File: config.mk
export PLATFORM = sky130hd
export DESIGN_NAME = display_sequencer
export DESIGN_NICKNAME = d
export VERILOG_FILES = /design/src/rtl/display_seq_pkg.sv /design/src/rtl/btn_debounce.sv /design/src/rtl/display_sequencer.sv
export SDC_FILE = /design/constraint.sdc
export NUM_CORES = 1
export LEC_CHECK = 0
export ABC_CLOCK_PERIOD_IN_PS = 2100
export CAP_MARGIN = 20
export CORE_MARGIN = 1
export CORE_UTILIZATION = 43
export DETAILED_ROUTE_END_ITERATION = 6
export HOLD_SLACK_MARGIN = 0.15
export REMOVE_ABC_BUFFERS = 1
export SYNTH_ARGS = -nofsm -noshare
export SYNTH_HDL_FRONTEND = slang
export SYNTH_HIERARCHICAL = 1
export SYNTH_SLANG_ARGS = --single-unit
File: constraint.sdc
create_clock -name CLOCK_50 -period 2.1 [get_ports CLOCK_50]
set_input_delay 0.21 -clock CLOCK_50 [delete_from_list [all_inputs] [get_ports CLOCK_50]]
set_output_delay 0.21 -clock CLOCK_50 [all_outputs]
set_load 0.01 [all_outputs]
File: src/rtl/display_seq_pkg.sv
// display_seq_pkg: shared states, page encodings and digit constants for display_sequencer
package display_seq_pkg;
  typedef enum logic [2:0] {
    S_CONV,
    S_WAIT,
    S_BLANK,
    S_HI,
    S_MID,
    S_LO
  } state_t;
  localparam logic [3:0] BLANK_DIGIT = 4'hF;
  localparam logic [1:0] PAGE_BLANK = 2'd0;
  localparam logic [1:0] PAGE_HI = 2'd1;
  localparam logic [1:0] PAGE_MID = 2'd2;
  localparam logic [1:0] PAGE_LO = 2'd3;
  localparam int DIGITS_PER_PAGE = 3;
endpackage

File: src/rtl/btn_debounce.sv
// btn_debounce: synchronizes and debounces an active-low button, pulsing press on each accepted fall
module btn_debounce #(
  parameter int DEBOUNCE_CYCLES = 1_000_000
) (
  input  logic CLOCK_50,
  input  logic reset_n,
  input  logic btn_n,
  output logic press
);
  localparam int CW = $clog2(DEBOUNCE_CYCLES + 1);
  logic [1:0] sync;
  logic level;
  logic [CW-1:0] cnt;
  // Two-flop synchronizer, resting at the released level
  always_ff @(posedge CLOCK_50 or negedge reset_n)
    if (!reset_n) sync <= 2'b11;
    else sync <= {sync[0], btn_n};
  // Adopt the synchronized level once it has disagreed for DEBOUNCE_CYCLES cycles; flag falls
  always_ff @(posedge CLOCK_50 or negedge reset_n)
    if (!reset_n) begin
      level <= 1'b1;
      cnt <= '0;
      press <= 1'b0;
    end else if (sync[1] != level && cnt == CW'(DEBOUNCE_CYCLES - 1)) begin
      level <= sync[1];
      cnt <= '0;
      press <= ~sync[1];
    end else begin
      cnt <= sync[1] != level ? cnt + 1'b1 : '0;
      press <= 1'b0;
    end
endmodule

File: src/rtl/display_sequencer.sv
// display_sequencer: converts, snapshots and pages a 9-digit BCD value over three HEX digits (option: LEADING_ZERO_BLANK_EN)
module display_sequencer
  import display_seq_pkg::*;
#(
  parameter int DWELL_CYCLES = 25_000_000,
  parameter int DEBOUNCE_CYCLES = 1_000_000,
  parameter int CONV_TIMEOUT = 1024
) (
  input  logic        CLOCK_50,
  input  logic        reset_n,
  input  logic        btn_n,
  output logic        run,
  output logic        conv_start,
  input  logic        conv_done,
  input  logic [35:0] bcd_in,
  output logic [11:0] digits,
  output logic [1:0]  page_idx,
  output logic        frame_start,
  output logic        conv_err
);
  localparam int DW = $clog2(DWELL_CYCLES + 1);
  localparam int TW = $clog2(CONV_TIMEOUT + 1);
  state_t state, state_d;
  logic [DW-1:0] dwell, dwell_d;
  logic [TW-1:0] tout, tout_d;
  logic [35:0] snap, snap_d, shown;
  logic err_d, press;
  logic [1:0] page_d;
  logic [11:0] digits_d;

  btn_debounce #(.DEBOUNCE_CYCLES(DEBOUNCE_CYCLES)) u_btn (
    .CLOCK_50(CLOCK_50),
    .reset_n(reset_n),
    .btn_n(btn_n),
    .press(press)
  );

`ifdef LEADING_ZERO_BLANK_EN
  logic lead;
  // Zeros ahead of the first nonzero digit in the high and mid groups show blank
  always_comb begin
    shown = snap;
    lead = 1'b1;
    for (int i = 8; i >= 3; i--) begin
      lead = lead & (snap[4*i +: 4] == 4'd0);
      if (lead) shown[4*i +: 4] = BLANK_DIGIT;
    end
  end
`else
  assign shown = snap;
`endif

  // Next state, counters, snapshot capture and the page about to be shown
  always_comb begin
    state_d = state;
    dwell_d = '0;
    tout_d = '0;
    snap_d = snap;
    err_d = conv_err;
    case (state)
      S_CONV: state_d = S_WAIT;
      S_WAIT: begin
        tout_d = tout + 1'b1;
        if (conv_done) begin
          snap_d = bcd_in;
          state_d = S_BLANK;
        end else if (tout == TW'(CONV_TIMEOUT - 1)) begin
          err_d = 1'b1;
          state_d = S_BLANK;
        end
      end
      default: begin
        dwell_d = dwell + 1'b1;
        if (dwell == DW'(DWELL_CYCLES - 1)) begin
          dwell_d = '0;
          state_d = state == S_BLANK ? S_HI : state == S_HI ? S_MID : state == S_MID ? S_LO : S_CONV;
        end
      end
    endcase
    page_d = state_d == S_HI ? PAGE_HI : state_d == S_MID ? PAGE_MID : state_d == S_LO ? PAGE_LO : PAGE_BLANK;
    digits_d = state_d == S_HI ? shown[35:24] : state_d == S_MID ? shown[23:12] :
               state_d == S_LO ? shown[11:0] : {DIGITS_PER_PAGE{BLANK_DIGIT}};
  end

  // State register and registered outputs; outputs change on the same edge as the state
  always_ff @(posedge CLOCK_50 or negedge reset_n)
    if (!reset_n) begin
      state <= S_CONV;
      dwell <= '0;
      tout <= '0;
      snap <= '0;
      run <= 1'b1;
      conv_start <= 1'b0;
      digits <= {DIGITS_PER_PAGE{BLANK_DIGIT}};
      page_idx <= PAGE_BLANK;
      frame_start <= 1'b0;
      conv_err <= 1'b0;
    end else begin
      state <= state_d;
      dwell <= dwell_d;
      tout <= tout_d;
      snap <= snap_d;
      run <= run ^ press;
      conv_start <= state == S_CONV;
      digits <= digits_d;
      page_idx <= page_d;
      frame_start <= state_d == S_BLANK && state != S_BLANK;
      conv_err <= err_d;
    end
endmodule

# Word-level counts from Yosys, hierarchy flattened
# Cells that the tools add are included.
# totals
regBits	117
latch_bits	0
ramBits	0
mem_bits_ro	0
out_inout_bits	18
wordCells	58
memories	0
# op_classes
n_addsub	3
n_mul	0
div_mod_pow	0
n_lt_le_gt_ge	0
n_eq_ne	13
shift	0
n_mux	19
bitwise	3
reduce_logical	6
# op_table
operator	count
two-way mux 25 bit	2
two-way mux 20 bit	2
two-way mux 12 bit	3
adder 25 x 1 -> 25 bit (second input constant)	1
equality test 25 bit (second input constant)	1
adder 20 x 1 -> 20 bit (second input constant)	1
equality test 20 bit (second input constant)	1
two-way mux 3 bit	6
equality test 3 x 2 -> 1 bit (second input constant)	4
adder 11 x 1 -> 11 bit (second input constant)	1
equality test 11 x 10 -> 1 bit (second input constant)	1
two-way mux 11 bit	1
equality test 3 bit (second input constant)	3
two-way mux 2 bit	3
one-hot mux 3 bit (2 select lines)	1
equality test 3 x 1 -> 1 bit (second input constant)	1
zero test 3 bit	1
inequality test 3 x 2 -> 1 bit (second input constant)	1
AND reduction 3 bit	1
logical AND 1 bit	2
inverter 1 bit	2
AND reduction 2 bit	1
OR reduction 2 bit	1
two-way mux 1 bit	1
other kinds (2)	2

# Depth between registers and ports, before layout
# Gate-level depths: netlist (run 1).
# logic_depth
word_depth	10
mapped_depth	7

# Cells and area by module
# Netlist (run 1), hierarchy kept.
# modules_own_cells
module	instances	cells_per_inst	area_each_um2
display_sequencer	1	368	4226.6
btn_debounce	1	114	1171.1

# Worst setup path before layout (run 1)
# Ideal clock, no wire load.
# synth_timing
path_kind	register to register
start	reg dwell[0]
end	reg digits[1]
setup_ns	0.079
t_arrival_ns	1.731
t_required_ns	2.021
path_slack_ns	0.290
stages_incl_launch_ff	8
period_less_slack_ns	1.810
path_cell_list	dfrtp_1 ha_1 and2_1 nand4_4 o21a_1 o21ba_1 buf_6 a22o_1
# synth_via
elab_chain_cells	7
word_cells_on_any_way	9
classes_between	eq/ne (4); mux (5)
# synth_lines
element	line	text
start: declaration	display_sequencer.sv:24	logic [DW-1:0] dwell, dwell_d;
start signal: assignment	display_sequencer.sv:100	dwell <= dwell_d;
equality test 25 bit *	display_sequencer.sv:74	if (dwell == DW'(DWELL_CYCLES - 1)) begin
two-way mux 3 bit *	display_sequencer.sv:74	
one-hot mux 3 bit (2 select lines) *	display_sequencer.sv:60	case (state)
equality test 3 bit	display_sequencer.sv:82	state_d == S_LO ? shown[11:0] : {DIGITS_PER_PAGE{BLANK_DIGIT}};
two-way mux 12 bit	display_sequencer.sv:82	
two-way mux 12 bit	display_sequencer.sv:81	digits_d = state_d == S_HI ? shown[35:24] : state_d == S_MID ? shown[23:12] :
two-way mux 12 bit *	display_sequencer.sv:81	
via digits_d[1]	display_sequencer.sv:29	logic [11:0] digits_d;
end signal: assignment	display_sequencer.sv:94	digits <= {DIGITS_PER_PAGE{BLANK_DIGIT}};
end signal: assignment	display_sequencer.sv:105	digits <= digits_d;
end: declaration	display_sequencer.sv:16	output logic [11:0] digits,
# The timed path passes the listed nets; every way through them passes the cells marked *.
# A chain may end at the register's enable or synchronous reset.

# Worst setup path after layout (run 1)
# layout_timing
start	reg dwell[0]
end	reg dwell[14]
# layout_via
elab_chain_cells	3
word_cells_on_any_way	4
classes_between	add/sub (1); eq/ne (1); mux (2)
# layout_lines
element	line
adder 25 x 1 -> 25 bit or equality test 25 bit (tied branches)	display_sequencer.sv:73, display_sequencer.sv:74
two-way mux 25 bit *	display_sequencer.sv:74
two-way mux 25 bit *	display_sequencer.sv:60
via dwell_d[14]	display_sequencer.sv:24
# Marked as above.

==> summary.txt, run 1 <==
Outcome
  – Run status: complete, no violations

Die
  – Total die area: 13000 um2
  – Die height: 114 um
  – Die W: 114 um
  – Standard-cell row count: 40
  – Ports placed on the boundary: 58
  – Core region area: 12100 um2
  – Initial standard-cell utilization of the core: 0.446

Yosys
  – Dominant combinational cell family by area after synthesis: simple AND/OR/NAND/NOR gates
  – Post-synthesis cell type with the largest combined area: dfrtp_1
  – Ys Warns: 6
  – Post-synthesis compound-gate area fraction: 0.0955
  – Basic-gate share of the synthesized area counting and, or, nand and nor cells: 0.177
  – Flop and latch count out of synthesis: 117
  – Mapped Avg Cell Area: 11.2 um2
  – Share of cell area taken by muxes after synthesis: 0.0790
  – Adder-cell share of the synthesized area: 0.00695
  – Proportion of netlist area held by the largest area contributor: 0.468
  – Netlist cell types: 53
  – Share of synthesized flip-flops with an asynchronous set or reset: 1.00
  – EDFF count, synth: 0
  – Prevailing post-synth register cell: dfrtp_1
  – Count of mapped cells out of synthesis: 482
  – Share of the synthesized netlist area taken by xor and xnor gates: 0.0698
  – Mapped cell area: 5400 um2
  – Cells taking the most area after synthesis: dfrtp_1 47%, dfstp_2 7.8%, mux2_2 7.7%, nor2_1 4.2%, xnor2_1 3.7%
  – Sequential fraction of the synthesis area: 0.546

Clock network
  – Clock latency reported for the late side of the worst-skew pair: 0.41 ns
  – Clock transition time at the flip-flop clock pins of the worst setup and hold paths: 0.05 ns
  – Number of buffers inserted during clock tree synthesis: 17
  – # clock sinks: 117
  – Number of buffers inserted to repair setup after CTS: 0
  – Cell at the root of the clock tree: clkbuf_16
  – TritonCTS clock tree: yes
  – Buffer levels on the longest clock path: 2
  – CTS H-Tree Depth: 4

Detailed routing
  – Via-to-Cell Ratio: 5.19
  – Drt drc: 0
  – Average detailed-routed wire length per instance: 14.9 um
  – 1st-pass router iterations: 4
  – Number of design-rule violations left by the first detailed-router iteration: 134
  – Detailed-route via count: 3824
  – Antenna Nets Post-Route: 0
  – Wire length reported by the detailed router: 10.9 mm

Worst hold path
  – Worst hold start: btn_n
  – Type of the tightest min-delay check: in -> reg

Finish
  – Syn-to-layout area delta: 25.9%
  – Leading cell type in the layout, fill and taps excluded: dfrtp_1
  – Antenna cell count: 0
  – Most frequent cells in the layout: 101 x dfrtp_1, 61 x nor2_1, 56 x clkdlybuf4s50_1
  – Filler cell count: 1067
  – Area of combinational cells with multiple inputs: 2310 um2
  – Final cell area excluding filler cells: 6800 um2
  – Fraction of final layout cells with drive strength greater than 1: 0.197
  – Register Area: 2950 um2
  – Number of nets in the final layout: 599

Power
  – Fraction of power consumed by the clock network: 0.355
  – Power dissipated by switching net loads: 1.97 mW
  – Power per unit of standard cell area: 1130 nW/um2
  – Leak Pwr: 2.84 nW
  – Comb pwr share: 0.226
  – Internal power of the cells: 5.70 mW
  – Peak supply drop: 0.000787 V
  – Switching power as a share of total power: 0.257
  – Register share of total power: 0.419

GRT
  – Largest net degree at the start of global routing: 41
  – First-pass GRT wire length: 19.0 mm
  – Overall track demand over capacity in global routing: 0.190
  – Antenna violations before repair: 0
  – Vias in the first global route: 3973
  – Total congestion overflow after global routing: 0

Timing
  – Count of endpoints failing hold in the final timing report: 0
  – Least-Margin Pin Slew: 0.575 ns
  – Worst hold-check slack: 0.210 ns
  – Max Clock Freq: 510 MHz
  – Setup repair after global routing missed its margin: no
  – Number of max-slew violations in the final report: 0
  – Final setup fails: 0
  – Worst Skew: 0.00867 ns
  – Min setup slack post-route: 0.140 ns
  – Min cycle time layout: 1.96 ns
  – Headroom to the max-slew limit: 0.617
  – Final period util: 0.933

Placed design
  – Post-Place Worst Slack: 0.0455 ns
  – DP Area: 6240 um2
  – Routability-driven placement congestion ratio: 0.767
  – HPWL after detailed placement: 7.42 mm
  – PortBufs: 57

Setup path
  – Critical path startpoint: dwell[0]$_DFF_PN0_
  – CP Capture Point: dwell[14]$_DFF_PN0_
  – Crit start category: register
  – Startpoint-to-endpoint class of the critical path: reg -> reg
  – Crit path capture type: register
  – Depth of the worst register-to-register path: 6
  – Worst EP required: 2.43 ns
  – Register-to-register setup slack: 0.14 ns
  – Worst reg2reg path startpoint: dwell[0]$_DFF_PN0_
  – Data arrival time of the critical path: 2.29 ns
  – FF-to-FF End: dwell[14]$_DFF_PN0_
  – Critical Path Fanout Max: 9

Job
  – Count of maximum capacitance violations: 0
[worst min path at each step]
stage / end / slack (ns) / depth (start not counted)
CTS: u_btn/sync[0]$_DFF_PN1_ / 0.19 / 1
finish: u_btn/sync[0]$_DFF_PN1_ / 0.21 / 1
floorplan: conv_err$_DFFE_PN0P_ / -0.09 / 0
global route: u_btn/sync[0]$_DFF_PN1_ / 0.19 / 1
detailed placement: u_btn/press$_DFF_PN0_ / 0.23 / 1
global placement: u_btn/press$_DFF_PN0_ / 0.23 / 1
[layout make-up]
class | count | share of cell area
Clock buffer | 26 | 0.0690
Multi-Input combinational cell | 338 | 0.341
Inverter | 6 | 0.00331
Timing Repair Buffer | 76 | 0.110
Sequential cell | 117 | 0.434
Clock inverter | 6 | 0.0118
Tap cell | 168 | 0.0309
[synthesized netlist by cell type, drive strengths merged (2+ instances only)]
master and n:
a21o 2, xnor2 23, nor4 7, or2 2, and2 3, and4 7, dfrtp 101, nor2 62
and3 8, or4 2, or3 8, nand2 20, mux2 37, nand2b 2, nor4b 2, o21ai 37
ha 3, a21oi 10, a22o 12, xor2 20, o21bai 12, buf 15, dfstp 16, nand4 19
clkbuf 5, inv 6, nand3 21, nor3 8
[critical path, cell delays in order (launching register included)]
cell	delay, ns
dfrtp_1	0.40
ha_1	0.22
and2_1	0.17
buf_4	0.14
nand4_1	0.34
or3_1	0.44
a21oi_1	0.17
[logic make-up (layout without fill, tap and decap cells)]
group	Yosys count	count (layout)
AO/OA/AOI/OAI	80	80
flip-flops	117	117
adder cells (fa/ha/maj)	3	3
multiplexers	38	38
XOR/XNOR	43	43
buffers and inverters	27	114
AND/OR/NAND/NOR	174	174
[routing by layer]
layer,up-vias,GRT usage,part of all wire
met3,10,0.0712,0.049
li1,1862,-,-
met1,1874,0.240,0.47
met4,0,0.0649,0.0087
met5,-,0,0
met2,78,0.301,0.47
[metrics by stage]
stage               std cells  utilization  power (mW)  setup TNS (ns)
floorplan                 461            -        4.23           -8.63
global placement          704        0.515        4.97               0
detailed placement        704        0.515        5.01               0
CTS                       737        0.561        7.79               0
global route              737        0.561        8.13               0
finish                    737        0.561        7.67               0
[repair_timing]
item | in CTS | in global routing
gates resized for setup | 0 | 1
hold endpoints to repair | 32 | 0
endpoints found under the setup margin | 0 | 13
hold buffers | 1 | 0
[sequential cells by signal (all words and copies together) (netlist names)]
signal	cells
shown	36
u_btn/cnt	20
page_idx	2
digits	12
u_btn/sync	2
frame_start	1
tout	11
u_btn/press	1
conv_err	1
run	1
state	3
u_btn/level	1
conv_start	1
dwell	25
[power by group through the flow]
stage / logic (mW) / clock network [mW] / registers (mW)
floorplan: 1.00 / 0 / 3.23
global placement: 1.72 / 0 / 3.25
detailed placement: 1.76 / 0 / 3.25
CTS: 1.77 / 2.80 / 3.22
global route: 1.92 / 2.91 / 3.30
finish: 1.74 / 2.72 / 3.21
No activity file was read; power rests on OpenSTA's default activity.
==> run 2, diff against run 1 <==
--- a/config.mk
+++ b/config.mk
@@ -11,6 +11,7 @@
 export CORE_UTILIZATION = 43
 export DETAILED_ROUTE_END_ITERATION = 6
 export HOLD_SLACK_MARGIN = 0.15
+export RECOVER_POWER = 25
 export REMOVE_ABC_BUFFERS = 1
 export SYNTH_ARGS = -nofsm -noshare
 export SYNTH_HDL_FRONTEND = slang
==> summary.txt, run 2 (same netlist as run 1, synthesis figures left out) <==
Outcome
  – Run status: complete, no violations

Timing
  – Least-Margin Pin Slew: 1.03 ns
  – Worst Skew: 0.00885 ns
  – Max Clock Freq: 510 MHz
  – Final setup fails: 0
  – Number of max-slew violations in the final report: 0
  – Min cycle time layout: 1.96 ns
  – Worst hold-check slack: 0.347 ns
  – Setup repair after global routing missed its margin: no
  – Headroom to the max-slew limit: 0.314
  – Final period util: 0.935
  – Count of endpoints failing hold in the final timing report: 0

Detailed routing
  – 1st-pass router iterations: 4
  – Average detailed-routed wire length per instance: 14.8 um
  – Wire length reported by the detailed router: 10.9 mm
  – Drt drc: 0
  – Detailed-route via count: 3849
  – Number of design-rule violations left by the first detailed-router iteration: 149
  – Via-to-Cell Ratio: 5.22
  – Antenna Nets Post-Route: 0

Worst hold path
  – Type of the tightest min-delay check: in -> reg
  – Hold Crit Depth: 1
  – Worst Hold Endpoint: u_btn/sync[0]$_DFF_PN1_
  – Worst hold start: btn_n

Setup path
  – FF-to-FF End: dwell[14]$_DFF_PN0_
  – Critical Path Fanout Max: 9
  – Startpoint-to-endpoint class of the critical path: reg -> reg
  – Register-to-register setup slack: 0.14 ns
  – Data arrival time of the critical path: 2.29 ns
  – Depth of the worst register-to-register path: 6
  – Worst reg2reg path startpoint: dwell[0]$_DFF_PN0_
  – Worst EP required: 2.43 ns
  – Crit start category: register
  – Crit path capture type: register

Die
  – Initial standard-cell utilization of the core: 0.446
  – Core region area: 12100 um2
  – Standard-cell row count: 40
  – Ports placed on the boundary: 58
  – Die W: 114 um
  – Total die area: 13000 um2
  – Die height: 114 um

Clock network
  – Buffer levels on the longest clock path: 2
  – Clock latency reported for the late side of the worst-skew pair: 0.41 ns
  – Cell at the root of the clock tree: clkbuf_16
  – CTS H-Tree Depth: 4
  – # clock sinks: 117
  – Clock transition time at the flip-flop clock pins of the worst setup and hold paths: 0.05 ns
  – Number of buffers inserted during clock tree synthesis: 17
  – TritonCTS clock tree: yes

Placed design
  – Instance count after placement with tap cells included: 704
  – DP Area: 6240 um2
  – PortBufs: 57
  – Routability-driven placement congestion ratio: 0.767
  – HPWL after detailed placement: 7.42 mm

GRT
  – Largest net degree at the start of global routing: 41
  – Overall track demand over capacity in global routing: 0.190
  – Total congestion overflow after global routing: 0
  – First-pass GRT wire length: 19.0 mm
  – Vias in the first global route: 3973
  – Antenna violations before repair: 0

Job
  – Count of maximum capacitance violations: 0

Finish
  – Leading cell type in the layout, fill and taps excluded: dfrtp_1
  – Most frequent cells in the layout: 101 x dfrtp_1, 61 x nor2_1, 55 x clkdlybuf4s50_1
  – Number of nets in the final layout: 599
  – Antenna cell count: 0
  – Flip-flop count of the largest register, all copies and words added: 36
  – Syn-to-layout area delta: 25.6%
  – Fraction of final layout cells with drive strength greater than 1: 0.195
  – Final cell area excluding filler cells: 6780 um2
  – Final Non-Filler Cells: 737

Power
  – Total power consumption of the routed design: 7.67 mW
  – Leak Pwr: 2.84 nW
  – Peak supply drop: 0.000789 V
  – Power per unit of standard cell area: 1130 nW/um2
==> run 2: metal layers <==
metal	routed length, um	GRT usage	up-vias
li1	-	-	1863
met1	5090	0.240	1894
met2	5180	0.301	82
met3	546	0.0712	10
met4	95	0.0649	0
met5	0	0	-
==> run 2: worst max path at each step <==
stage | startpoint | slack, ns | end
2_1_floorplan | dwell[0]$_DFF_PN0_ | -0.25 | state[0]$_DFF_PN0_
3_3_place_gp | dwell[0]$_DFF_PN0_ | 0.11 | digits[11]$_DFF_PN1_
3_5_place_dp | dwell[0]$_DFF_PN0_ | 0.05 | digits[8]$_DFF_PN1_
4_1_cts | dwell[0]$_DFF_PN0_ | 0.02 | digits[11]$_DFF_PN1_
5_1_grt | dwell[0]$_DFF_PN0_ | 0.003 | dwell[24]$_DFF_PN0_
6_report | dwell[0]$_DFF_PN0_ | 0.14 | dwell[14]$_DFF_PN0_
==> run 2: where the power goes <==
part	switching [mW]	internal (mW)	leakage, nW	total, mW
clock	0.955	1.77	0.270	2.72
sequential	0.303	2.91	1.48	3.21
combinational	0.715	1.02	1.08	1.73
total	1.97	5.69	2.84	7.67
==> run 2: area by class of cell <==
cell class,instances,area [um2]
clock inverters,6,80.1
clock buffers,26,469
multi-input cells,338,2310
inverters,6,22.5
repair buffers,76,733
well taps,168,210
fillers,1070,5330
flip-flops and latches,117,2950
==> run 2: timing repair <==
action | in CTS | in global routing
endpoints found under the setup margin | 0 | 13
hold buffers | 1 | 0
gates resized for setup | 0 | 1
buffers inserted | 0 | 0
endpoints found under the hold margin | 32 | 0
==> run 2: per-stage QoR <==
stage          setup TNS [ns]  setup slack, ns  utilization
3_3_place_gp                0            0.110        0.515
5_1_grt                     0          0.00329        0.560
2_1_floorplan           -8.63           -0.253            -
3_5_place_dp                0           0.0455        0.515
4_1_cts                     0           0.0225        0.561
6_report                    0            0.138        0.560
==> run 2: critical path: stages (launching register included) <==
cell and delay [ns]:
dfrtp_1 0.40, ha_1 0.22, and2_1 0.17, buf_4 0.14, nand4_1 0.34, or3_1 0.44, a21oi_1 0.17
==> run 3, diff against run 2 <==
--- a/config.mk
+++ b/config.mk
@@ -13,6 +13,7 @@
 export HOLD_SLACK_MARGIN = 0.15
 export RECOVER_POWER = 25
 export REMOVE_ABC_BUFFERS = 1
+export SKIP_CTS_REPAIR_TIMING = 1
 export SYNTH_ARGS = -nofsm -noshare
 export SYNTH_HDL_FRONTEND = slang
 export SYNTH_HIERARCHICAL = 1
==> summary.txt, run 3 (same netlist as run 1, synthesis figures left out) <==
Setup path
  – Register-to-register setup slack: 0.14 ns
  – Crit start category: register
  – CP Capture Point: dwell[14]$_DFF_PN0_
  – Critical Path Fanout Max: 9
  – Critical path startpoint: dwell[0]$_DFF_PN0_
  – Worst reg2reg path startpoint: dwell[0]$_DFF_PN0_
  – Data arrival time of the critical path: 2.29 ns
  – Worst EP required: 2.43 ns
  – Startpoint-to-endpoint class of the critical path: reg -> reg
  – FF-to-FF End: dwell[14]$_DFF_PN0_
  – Depth of the worst register-to-register path: 6
  – Crit path capture type: register

Job
  – Count of maximum capacitance violations: 0

GRT
  – Vias in the first global route: 3969
  – First-pass GRT wire length: 19.0 mm
  – Largest net degree at the start of global routing: 41
  – Total congestion overflow after global routing: 0
  – Overall track demand over capacity in global routing: 0.190
  – Antenna violations before repair: 0

Clock network
  – Clock transition time at the flip-flop clock pins of the worst setup and hold paths: 0.05 ns
  – Number of buffers inserted during clock tree synthesis: 17
  – TritonCTS clock tree: yes
  – CTS H-Tree Depth: 4
  – Clock latency reported for the late side of the worst-skew pair: 0.41 ns
  – # clock sinks: 117
  – Buffer levels on the longest clock path: 2
  – Cell at the root of the clock tree: clkbuf_16

Finish
  – Antenna cell count: 0
  – Syn-to-layout area delta: 25.6%
  – Final Core Density: 0.560
  – Leading cell type in the layout, fill and taps excluded: dfrtp_1
  – Fraction of final layout cells with drive strength greater than 1: 0.195
  – Most frequent cells in the layout: 101 x dfrtp_1, 61 x nor2_1, 55 x clkdlybuf4s50_1
  – Number of nets in the final layout: 599
  – Flip-flop count of the largest register, all copies and words added: 36

Die
  – Die height: 114 um
  – Total die area: 13000 um2
  – Die W: 114 um
  – Initial standard-cell utilization of the core: 0.446
  – Core region area: 12100 um2
  – Ports placed on the boundary: 58
  – Standard-cell row count: 40

Detailed routing
  – Detailed-route via count: 3849
  – Drt drc: 0
  – 1st-pass router iterations: 4
  – Wire length reported by the detailed router: 10.9 mm
  – Number of design-rule violations left by the first detailed-router iteration: 149
  – Via-to-Cell Ratio: 5.22
  – Antenna Nets Post-Route: 0
  – Average detailed-routed wire length per instance: 14.8 um

Timing
  – Final setup fails: 0
  – Min setup slack post-route: 0.138 ns
  – Final period util: 0.935
  – Number of max-slew violations in the final report: 0
  – Worst Skew: 0.00885 ns
  – Setup repair after global routing missed its margin: no
  – Least-Margin Pin Slew: 1.03 ns
  – Count of endpoints failing hold in the final timing report: 0
  – Worst hold-check slack: 0.347 ns
  – Max Clock Freq: 510 MHz
  – Min cycle time layout: 1.96 ns
  – Headroom to the max-slew limit: 0.314

Power
  – Peak supply drop: 0.000789 V
  – Leak Pwr: 2.84 nW
  – Power per unit of standard cell area: 1130 nW/um2

Placed design
  – HPWL after detailed placement: 7.42 mm
  – Routability-driven placement congestion ratio: 0.767
  – PortBufs: 57
  – Post-Place Worst Slack: 0.0455 ns

Outcome
  – Run status: complete, no violations

Worst hold path
  – Type of the tightest min-delay check: in -> reg
[run 3: worst min-delay path by stage]
stage          depth (start not counted)                 endpoint  slack [ns]     from
3_5_place_dp                           1    u_btn/press$_DFF_PN0_        0.23  reset_n
6_report                               1  u_btn/sync[0]$_DFF_PN1_        0.35    btn_n
4_1_cts                                1        tout[7]$_DFF_PN0_       -0.21  reset_n
3_3_place_gp                           1    u_btn/press$_DFF_PN0_        0.23  reset_n
5_1_grt                                1  u_btn/sync[0]$_DFF_PN1_        0.32    btn_n
2_1_floorplan                          0     conv_err$_DFFE_PN0P_       -0.09  reset_n
[run 3: per-stage QoR]
step | total power, mW | instance area (um2) | cells | TNS [ns]
after floorplan | 4.23 | 5280 | 461 | -8.63
after global placement | 4.97 | 6240 | 704 | 0
after detailed placement | 5.01 | 6240 | 704 | 0
after CTS | 7.79 | 6790 | 736 | 0
after global routing | 8.13 | 6780 | 737 | 0
final | 7.67 | 6780 | 737 | 0
[run 3: area by class of cell]
class                           count  area, um2
Fill cell                        1070       5330
Multi-Input combinational cell    338       2310
Clock inverter                      6       80.1
Timing Repair Buffer               76        733
Clock buffer                       26        469
Sequential cell                   117       2950
Tap cell                          168        210
Inverter                            6       22.5
[run 3: report_power, final]
| part | switching [mW] | internal [mW] |
|---|---|---|
| Clock | 0.955 | 1.77 |
| Sequential | 0.303 | 2.91 |
| Combinational | 0.715 | 1.02 |
[run 3: metal layers]
layer | GRT usage | up-vias | share of wire
met1 | 0.240 | 1894 | 0.47
met2 | 0.301 | 82 | 0.47
li1 | - | 1863 | -
met3 | 0.0712 | 10 | 0.050
met5 | 0 | - | 0
met4 | 0.0649 | 0 | 0.0087
[run 3: worst max-delay path, cell delays in order (launching register included)]
cell	delay, ns
dfrtp_1	0.40
ha_1	0.22
and2_1	0.17
buf_4	0.14
nand4_1	0.34
or3_1	0.44
a21oi_1	0.17
